## config.mk

```make
export PLATFORM = sky130hd
export DESIGN_NAME = spec_tag_resolver
export DESIGN_NICKNAME = d
export VERILOG_FILES = /design/src/rtl/spec_tag_resolver.sv
export SDC_FILE = /design/constraint.sdc
export NUM_CORES = 1
export LEC_CHECK = 0
export BUFFER_PORTS_ARGS = -buffer_cell sky130_fd_sc_hd__buf_2
export CAP_MARGIN = 20
export CORE_UTILIZATION = 50
export DETAILED_ROUTE_END_ITERATION = 10
export PLACE_DENSITY = 0.77
export SETUP_SLACK_MARGIN = 0.1
export SKIP_CTS_REPAIR_TIMING = 1
export SLEW_MARGIN = 30
export SYNTH_ARGS = -nofsm -noshare
export SYNTH_HDL_FRONTEND = slang
export SYNTH_SLANG_ARGS = --single-unit
```

## constraint.sdc

```tcl
create_clock -name clk -period 4.7 [get_ports clk]
set_clock_uncertainty 0.1 [all_clocks]
set_input_delay 0.94 -clock clk [delete_from_list [all_inputs] [get_ports clk]]
set_output_delay 0.94 -clock clk [all_outputs]
set_load 0.01 [all_outputs]
```

## src/rtl/spec_tag_resolver.sv

```systemverilog
// Speculation-tag resolver: allocates in-order tags, collects out-of-order resolutions,
// retires oldest-first with commit or misspeculation broadcast. Optional: SPEC_TAG_RESOLVER_ERR_EN.
module spec_tag_resolver #(
    parameter int unsigned TAG_W = 4,
    parameter int unsigned DEPTH = 16
) (
    input  logic             clk,
    input  logic             rst,
    input  logic             alloc_req,
    output logic             alloc_ready,
    output logic [TAG_W-1:0] alloc_tag,
    input  logic             resolve_valid,
    input  logic [TAG_W-1:0] resolve_tag,
    input  logic             resolve_mis,
    output logic             l_valid,
    output logic [TAG_W-1:0] l_status,
    output logic             commit_valid,
    output logic [TAG_W-1:0] commit_tag,
    output logic [TAG_W:0]   outstanding
`ifdef SPEC_TAG_RESOLVER_ERR_EN
    ,
    output logic             resolve_err,
    output logic [7:0]       err_count
`endif
);

    localparam int unsigned PTR_W = TAG_W + 1;

    typedef enum logic {
        RUN    = 1'b0,
        SQUASH = 1'b1
    } state_t;

    state_t             state_q, state_d;
    logic [PTR_W-1:0]   head_q, tail_q;
    logic [DEPTH-1:0]   done_q, mis_q;

    logic [TAG_W-1:0]   head_idx, tail_idx, rel_idx;
    logic               full, empty, running;
    logic               head_done, head_mis;
    logic               alloc_fire, res_ok;
    logic               retire_commit, retire_mis;

    // Occupancy, ring position of the resolve tag relative to head, and retire decision
    always_comb begin
        outstanding   = tail_q - head_q;
        full          = (outstanding == PTR_W'(DEPTH));
        empty         = (outstanding == '0);
        running       = (state_q == RUN);
        head_idx      = head_q[TAG_W-1:0];
        tail_idx      = tail_q[TAG_W-1:0];
        head_done     = !empty && done_q[head_idx];
        head_mis      = head_done && mis_q[head_idx];
        alloc_ready   = running && !full && !head_mis;
        alloc_tag     = tail_idx;
        alloc_fire    = alloc_req && alloc_ready;
        rel_idx       = resolve_tag - head_idx;
        res_ok        = resolve_valid && running && (PTR_W'(rel_idx) < outstanding)
                        && !done_q[resolve_tag];
        retire_commit = running && head_done && !mis_q[head_idx];
        retire_mis    = running && head_mis;
    end

    always_ff @(posedge clk) begin
        if (rst) state_q <= RUN;
        else     state_q <= state_d;
    end

    // SQUASH is a single-cycle state entered on a mispredicted head
    always_comb begin
        state_d = state_q;
        case (state_q)
            RUN:     if (retire_mis) state_d = SQUASH;
            SQUASH:  state_d = RUN;
            default: state_d = RUN;
        endcase
    end

    // Pointers, per-entry status and output pulses; the squash clear is written last so it wins
    always_ff @(posedge clk) begin
        if (rst) begin
            head_q       <= '0;
            tail_q       <= '0;
            done_q       <= '0;
            mis_q        <= '0;
            l_valid      <= 1'b0;
            l_status     <= '0;
            commit_valid <= 1'b0;
            commit_tag   <= '0;
        end else begin
            commit_valid <= retire_commit;
            l_valid      <= retire_mis;
            if (alloc_fire) begin
                tail_q           <= tail_q + PTR_W'(1);
                done_q[tail_idx] <= 1'b0;
                mis_q[tail_idx]  <= 1'b0;
            end
            if (res_ok) begin
                done_q[resolve_tag] <= 1'b1;
                mis_q[resolve_tag]  <= resolve_mis;
            end
            if (retire_commit) begin
                commit_tag       <= head_idx;
                head_q           <= head_q + PTR_W'(1);
                done_q[head_idx] <= 1'b0;
            end
            if (retire_mis) begin
                l_status <= head_idx;
                head_q   <= tail_q;
                done_q   <= '0;
                mis_q    <= '0;
            end
        end
    end

`ifdef SPEC_TAG_RESOLVER_ERR_EN
    logic res_rej;
    assign res_rej = resolve_valid && !res_ok;

    // Rejected-resolve pulse and saturating counter
    always_ff @(posedge clk) begin
        if (rst) begin
            resolve_err <= 1'b0;
            err_count   <= '0;
        end else begin
            resolve_err <= res_rej;
            if (res_rej && (err_count != 8'hFF)) err_count <= err_count + 8'(1);
        end
    end
`endif

endmodule
```

# After elaboration in Yosys (flattened, before gate mapping)
# Cells that the tools add are included.
# Widths: inputs -> output; s select.
dict set report word_totals {
  ff_bits 53
  inputBits 9
  out_inout_bits 20
  elab_cells 75
}
dict set report op_classes {
  add_sub_neg 4
  order_cmp 7
  eq_ne 1
  mux 25
  bitwise_logic 7
  reduce_logical 22
}
# cell count
set ops {}
lappend ops {{$mux 16} 8}
lappend ops {{$and 16x16->16} 3}
lappend ops {{$not 16->16} 2}
lappend ops {{$bwmux 16} 1}
lappend ops {{$or 16x16->16} 1}
lappend ops {{$lt 4x5->1 const B} 3}
lappend ops {{$logic_and 1x1->1} 14}
lappend ops {{$bmux 1 s4} 3}
lappend ops {{$demux 1 s4} 3}
lappend ops {{$ge 4x1->1 const B} 3}
lappend ops {{$add 5x1->5 const B} 2}
lappend ops {{$mux 5} 2}
lappend ops {{$mux 1} 7}
lappend ops {{$eq 5x5->1 const B} 1}
lappend ops {{$logic_not 1->1} 5}
lappend ops {{$logic_not 5->1} 1}
lappend ops {{$lt 4x5->1} 1}
lappend ops {{$sub 5x5->5} 1}
lappend ops {{$sub 4x4->4} 1}
lappend ops {{$pmux 1 s2} 1}
lappend ops {{$reduce_bool 2->1} 1}
lappend ops {{$reduce_or 2->1} 1}
lappend ops {{$not 1->1} 1}

# Logic depth before layout (Yosys ltp)
dict set report logic_depth {
  ltp_word 15
  ltp_mapped 13
  mapped_depth_nobuf 12
}

# Worst setup path before layout
# OpenSTA, ideal clock, no wires.
dict set report synth_path {
  path_kind {register -> output}
  from {reg head_q[1]}
  to {out alloc_ready}
  t_arrival_ns 2.568
  required_time_ns 3.660
  slack_ns 1.092
  stages_incl_launch_ff 11
  n_path_buf 3
  path_cell_list {dfxtp_1 -> buf_4 -> inv_1 -> fa_1 -> nor3b_1 -> and4_1 -> or2_2 -> o31ai_2 -> buf_6 -> buf_4 -> nor2_1}
}
dict set report synth_between {
  elab_chain_cells 7
  word_cells_on_any_way 14
  cone_classes {add/sub: 1; eq/ne: 1; mux: 4; reduce/logical: 8}
}
# item line
set synth_lines {}
lappend synth_lines {{start, declared} 35} ;# logic [PTR_W-1:0] head_q, tail_q;
lappend synth_lines {{start signal, assigned} 104} ;# head_q <= head_q + PTR_W'(1);
lappend synth_lines {{start signal, assigned} 109} ;# head_q <= tail_q;
lappend synth_lines {{$sub 5x5->5 *} 46} ;# outstanding = tail_q - head_q;
lappend synth_lines {{named net outstanding[1]} 19} ;# output logic [TAG_W:0] outstanding
lappend synth_lines {{$logic_not 5->1} 48} ;# empty = (outstanding == '0);
lappend synth_lines {{$logic_not 1->1} 52} ;# head_done = !empty && done_q[head_idx];
lappend synth_lines {{$logic_and 1x1->1} 52}
lappend synth_lines {{$logic_and 1x1->1} 53} ;# head_mis = head_done && mis_q[head_idx];
lappend synth_lines {{$logic_not 1->1} 54} ;# alloc_ready = running && !full && !head_mis;
lappend synth_lines {{$logic_and 1x1->1 *} 54}
lappend synth_lines {{end, declared} 10} ;# output logic alloc_ready,
# The timed path passes the listed nets; every way through them passes the cells marked *. The select of a mux whose other input is x is not followed.

# Final worst setup path
dict set report layout_path {
  from {reg tail_q[0]}
  to {out alloc_ready}
}
dict set report layout_between {
  elab_chain_cells 7
  word_cells_on_any_way 10
  cone_classes {add/sub: 1; eq/ne: 1; reduce/logical: 8}
}
# item line
set layout_lines {}
lappend layout_lines {{start, declared} 35}
lappend layout_lines {{start signal, assigned} 94} ;# tail_q <= tail_q + PTR_W'(1);
lappend layout_lines {{$sub 5x5->5 *} 46}
lappend layout_lines {{$logic_not 5->1} 48}
lappend layout_lines {{$logic_not 1->1} 52}
lappend layout_lines {{$logic_and 1x1->1} 52}
lappend layout_lines {{$logic_and 1x1->1} 53}
lappend layout_lines {{$logic_not 1->1} 54}
lappend layout_lines {{$logic_and 1x1->1 *} 54}
# Every way passes the cells marked *; elsewhere a longest branch is shown, timed or not.

==> impl_summary.md <==
Synth
The synthesized design contains 0 enable-type register cells. Summing the areas of all compound-gate instances in the mapped netlist gives 20.15% of the synthesized area. Synthesis produced a netlist with a net count of 421. Summing every instance area after synthesis gives 0.003483 mm^2. The share of synthesized cell area in and, or, nand and nor gates is 19.36%. The parity-gate share of the synthesized area counting xor and xnor cells is 1.509%. The share of the Yosys chip area taken by registers is 30.46%. The prevailing post-synth register cell is dfxtp_1. The proportion of register bits with asynchronous set or reset after synthesis is 0%. The gate count after technology mapping is 392. After synthesis, the share of cell area in mux cells is 14.30%.

The synthesized netlist contains 58 unique library cells. After synthesis, the largest family of logic cells by area is compound AO/OA/AOI/OAI gates. The number of warning messages in the yosys log is 0. After synthesis, the mean cell area works out to 8.886 um^2.

The adder-cell share of the synthesized area is 7.615%. After synthesis the netlist holds a flip-flop and latch count of 53.

Layout
Counting the fill cells in the layout gives 617. The fraction of layout instances using a drive strength above 1 is 13.37%. Relative to the synthesized area, the layout overhead comes to 5.747%.

The number of diodes added for antenna fixing is 0. The area of the multi-input gates is 0.002201 mm^2. The leading cell type in the layout, fill and taps excluded is dfxtp_1. After the last flow step, the layout net total stands at 432. Once layout is complete, the utilization of the core stands at 54.52%. Registers take 0.001061 mm^2. The library cells used most frequently in the layout, excluding fill and tap cells, are 53 x dfxtp_1, 34 x nand2_1, 30 x nor2_1.

Clock tree
The CTS tree is yes. The number of buffers on the longest clock path is 2. The depth of the CTS H-tree is 2. After clock tree synthesis, the clock-pin slew on the worst setup and hold paths is 0.10 ns.

The root buffer cell is clkbuf_8. Clock tree synthesis found a total of 53 sinks. The number of buffers added by the clock tree synthesis step is 5. The clock insertion delay at the later pin of the skew report is 0.32 ns.

Setup path
Counting both buffers and inverters, the worst setup path holds a total of 3. Among cell families on the critical path, the largest total delay comes from adder cells. The critical path goes through inv_1 -> ha_1 -> inv_1 -> fa_1 -> nand3b_1 -> a211oi_1 -> or2_2 -> o31ai_4 -> nor2_1 -> buf_2.

The most repeated library cell on the critical path is inv_1. The maximum fanout count along the critical path is 7. The worst setup path is launched from a flop. The worst endpoint data arrival time is 2.76 ns.

The largest single stage delay on the critical path is 0.46 ns. On the critical path, the stage with the largest delay is an instance of dfxtp_1. By startpoint and endpoint, the worst setup path is classified as reg -> out. The critical path endpoint category is an output pin. Data on the critical path is required at its endpoint by 3.66 ns.

STA
For the pin with the worst max-slew slack, the measured transition is 0.9626 ns. Derived from the worst setup path, the maximum achievable clock frequency is 263.0 MHz. The setup total negative slack is 0 ns. The number of hold violations in the final report is 0.

Setup repair after global routing left no endpoint under its margin. The post-route fraction of the period consumed by the critical path is 80.89%. Counting I/O delays and the setup requirement, the final critical path takes 3.802 ns. The worst pin sits at a relative slew slack of 35.24%. The number of max-slew violations in the final report is 0. Setup violations remaining at the end of the flow were counted as 0.

Place
The final HPWL from detailed placement is 7.027 mm. The final estimated routing congestion in global placement is 0.9040. The quantity of I/O buffers inserted on ports is 28.

Power
For this design the static power due to leakage is 0.001539 uW. The maximum ir drop on the vdd rail is 0.1023 mV. In this run the power density over the cells is 229.4 mW/mm^2.

Global routing
The global-route wire length before repair is 15.11 mm. Global routing finished with a remaining overflow of 0. The largest net degree at the start of global routing is 39.

The number of antenna violations at the first check in global routing came to 0. The global-route usage over all layers is 26.81%. The number of global-route vias before repair is 2,977.

Detailed routing
The routed layout has 3,208 vias. Dividing the detail-routed via count by the number of cells gives 6.628. In this run, the number of DRC markers left after iteration 0 of detailed routing was 367.

The count of nets left with antenna violations once routing finished came out at 0. The routed design has 9.582 mm of wire. Dividing the detail-routed wire length by the instance count gives 19.80 um. For this run, the detailed router's first-pass iteration total came to 5. The final routed DRC violation total is 0.

Floorplanning
From bottom edge to top edge, the die measures 85.47 um. The die outline width is 85.47 um. The number of placement rows is 30. The starting utilization of the core area is 51.56%. Pin placement for this block handled 29 I/O pins.

The area of the placeable core is 0.006756 mm^2. The die covers 0.007304 mm^2.

Flow run
The count of max-cap constraint violations is 0.

Run status
The flow ran to the end, and the final reports show no timing, DRC or antenna violations.

Hold path
The type of the worst min-delay path is reg -> reg.
worst min-delay path: stages, from the launching register on:
cell       delay (ns)
dfxtp_1          0.32
o2111ai_1        0.07
mux2i_1          0.07
path summary, 6_finish.rpt:
kind	depth (start not counted)	to	slack, ns	startpoint
max reg2reg	11	done_q[8]	1.02	head_q[2]
min reg2reg	2	mis_q[2]	0.40	mis_q[2]
min	2	mis_q[2]	0.40	mis_q[2]
max	10	alloc_ready	0.90	tail_q[0]
layout make-up:
type / count / area share, %
Inverter: 18 / 1.834
Clock inverter: 1 / 0.2038
Multi-Input combinational cell: 293 / 59.75
Timing Repair Buffer: 32 / 4.620
Tap cell: 80 / 2.717
Sequential cell: 53 / 28.80
Clock buffer: 7 / 2.072
metrics by stage:
step                std cells  hold WS (ns)  setup WS (ns)  instance area, um^2  power [uW]
floorplan                 392        0.3454          1.092                 3483       561.7
global placement          476        0.3632         0.8414                 3600       591.9
detailed placement        476        0.3831         0.7440                 3600       595.6
CTS                       484        0.3976         0.9070                 3684       846.5
global route              484        0.4133         0.7279                 3684       879.5
finish                    484        0.3976         0.8981                 3684       844.8
power breakdown:
| part | total, uW | switching, uW | internal, uW |
|---|---|---|---|
| combinational | 128 | 84.3 | 43.5 |
| clock | 257 | 151 | 106 |
| sequential | 460 | 6.11 | 454 |
routing by layer:
| metal | track usage (%) | up-vias | routed length, um |
|---|---|---|---|
| li1 | - | 1482 | - |
| met1 | 33.70 | 1532 | 3864 |
| met2 | 44.00 | 159 | 4589 |
| met3 | 4.961 | 35 | 722 |
| met4 | 13.64 | 0 | 405 |
| met5 | 0 | - | 0 |
flip-flops by register name, summed over array words and instances (netlist names):
register	count
done_q	16
mis_q	16
head_q	5
tail_q	5
commit_tag	4
l_status	4
commit_valid	1
l_valid	1
state_q	1
cell families after synthesis:
| kind of cell | Yosys count |
|---|---|
| AO/OA/AOI/OAI | 101 |
| multiplexers | 34 |
| AND/OR/NAND/NOR | 132 |
| buffers and inverters | 46 |
| adder cells (fa/ha/maj) | 20 |
| XOR/XNOR | 6 |
| flip-flops | 53 |
synth_stat cells, types with 3 or more instances:
master     number  area, um^2
a211oi_1        3       22.52
a21oi_1        22       110.1
a221oi_1       12       105.1
and2_1          4       25.02
and3_1          4       25.02
buf_2           7       35.03
buf_4          11       82.58
clkbuf_1        9       33.78
dfxtp_1        53        1061
ha_1           18       225.2
inv_1          17       63.81
mux2i_1        22       220.2
mux4_1          8       210.2
nand2_1        34       127.6
nand2b_1        4       25.02
nand3_1        11       55.05
nand4_1        10       62.56
nor2_1         30       112.6
nor2b_1         7       43.79
nor3_1          7       35.03
nor4_1          3       18.77
o2111ai_1      11       96.34
o211ai_1        7       52.55
o21a_1          3       22.52
o21ai_0        25       125.1
o31ai_1         3       22.52
or2_2           3       18.77
xnor2_1         4       35.03
Note: power is estimated with default switching activity, not from simulation.
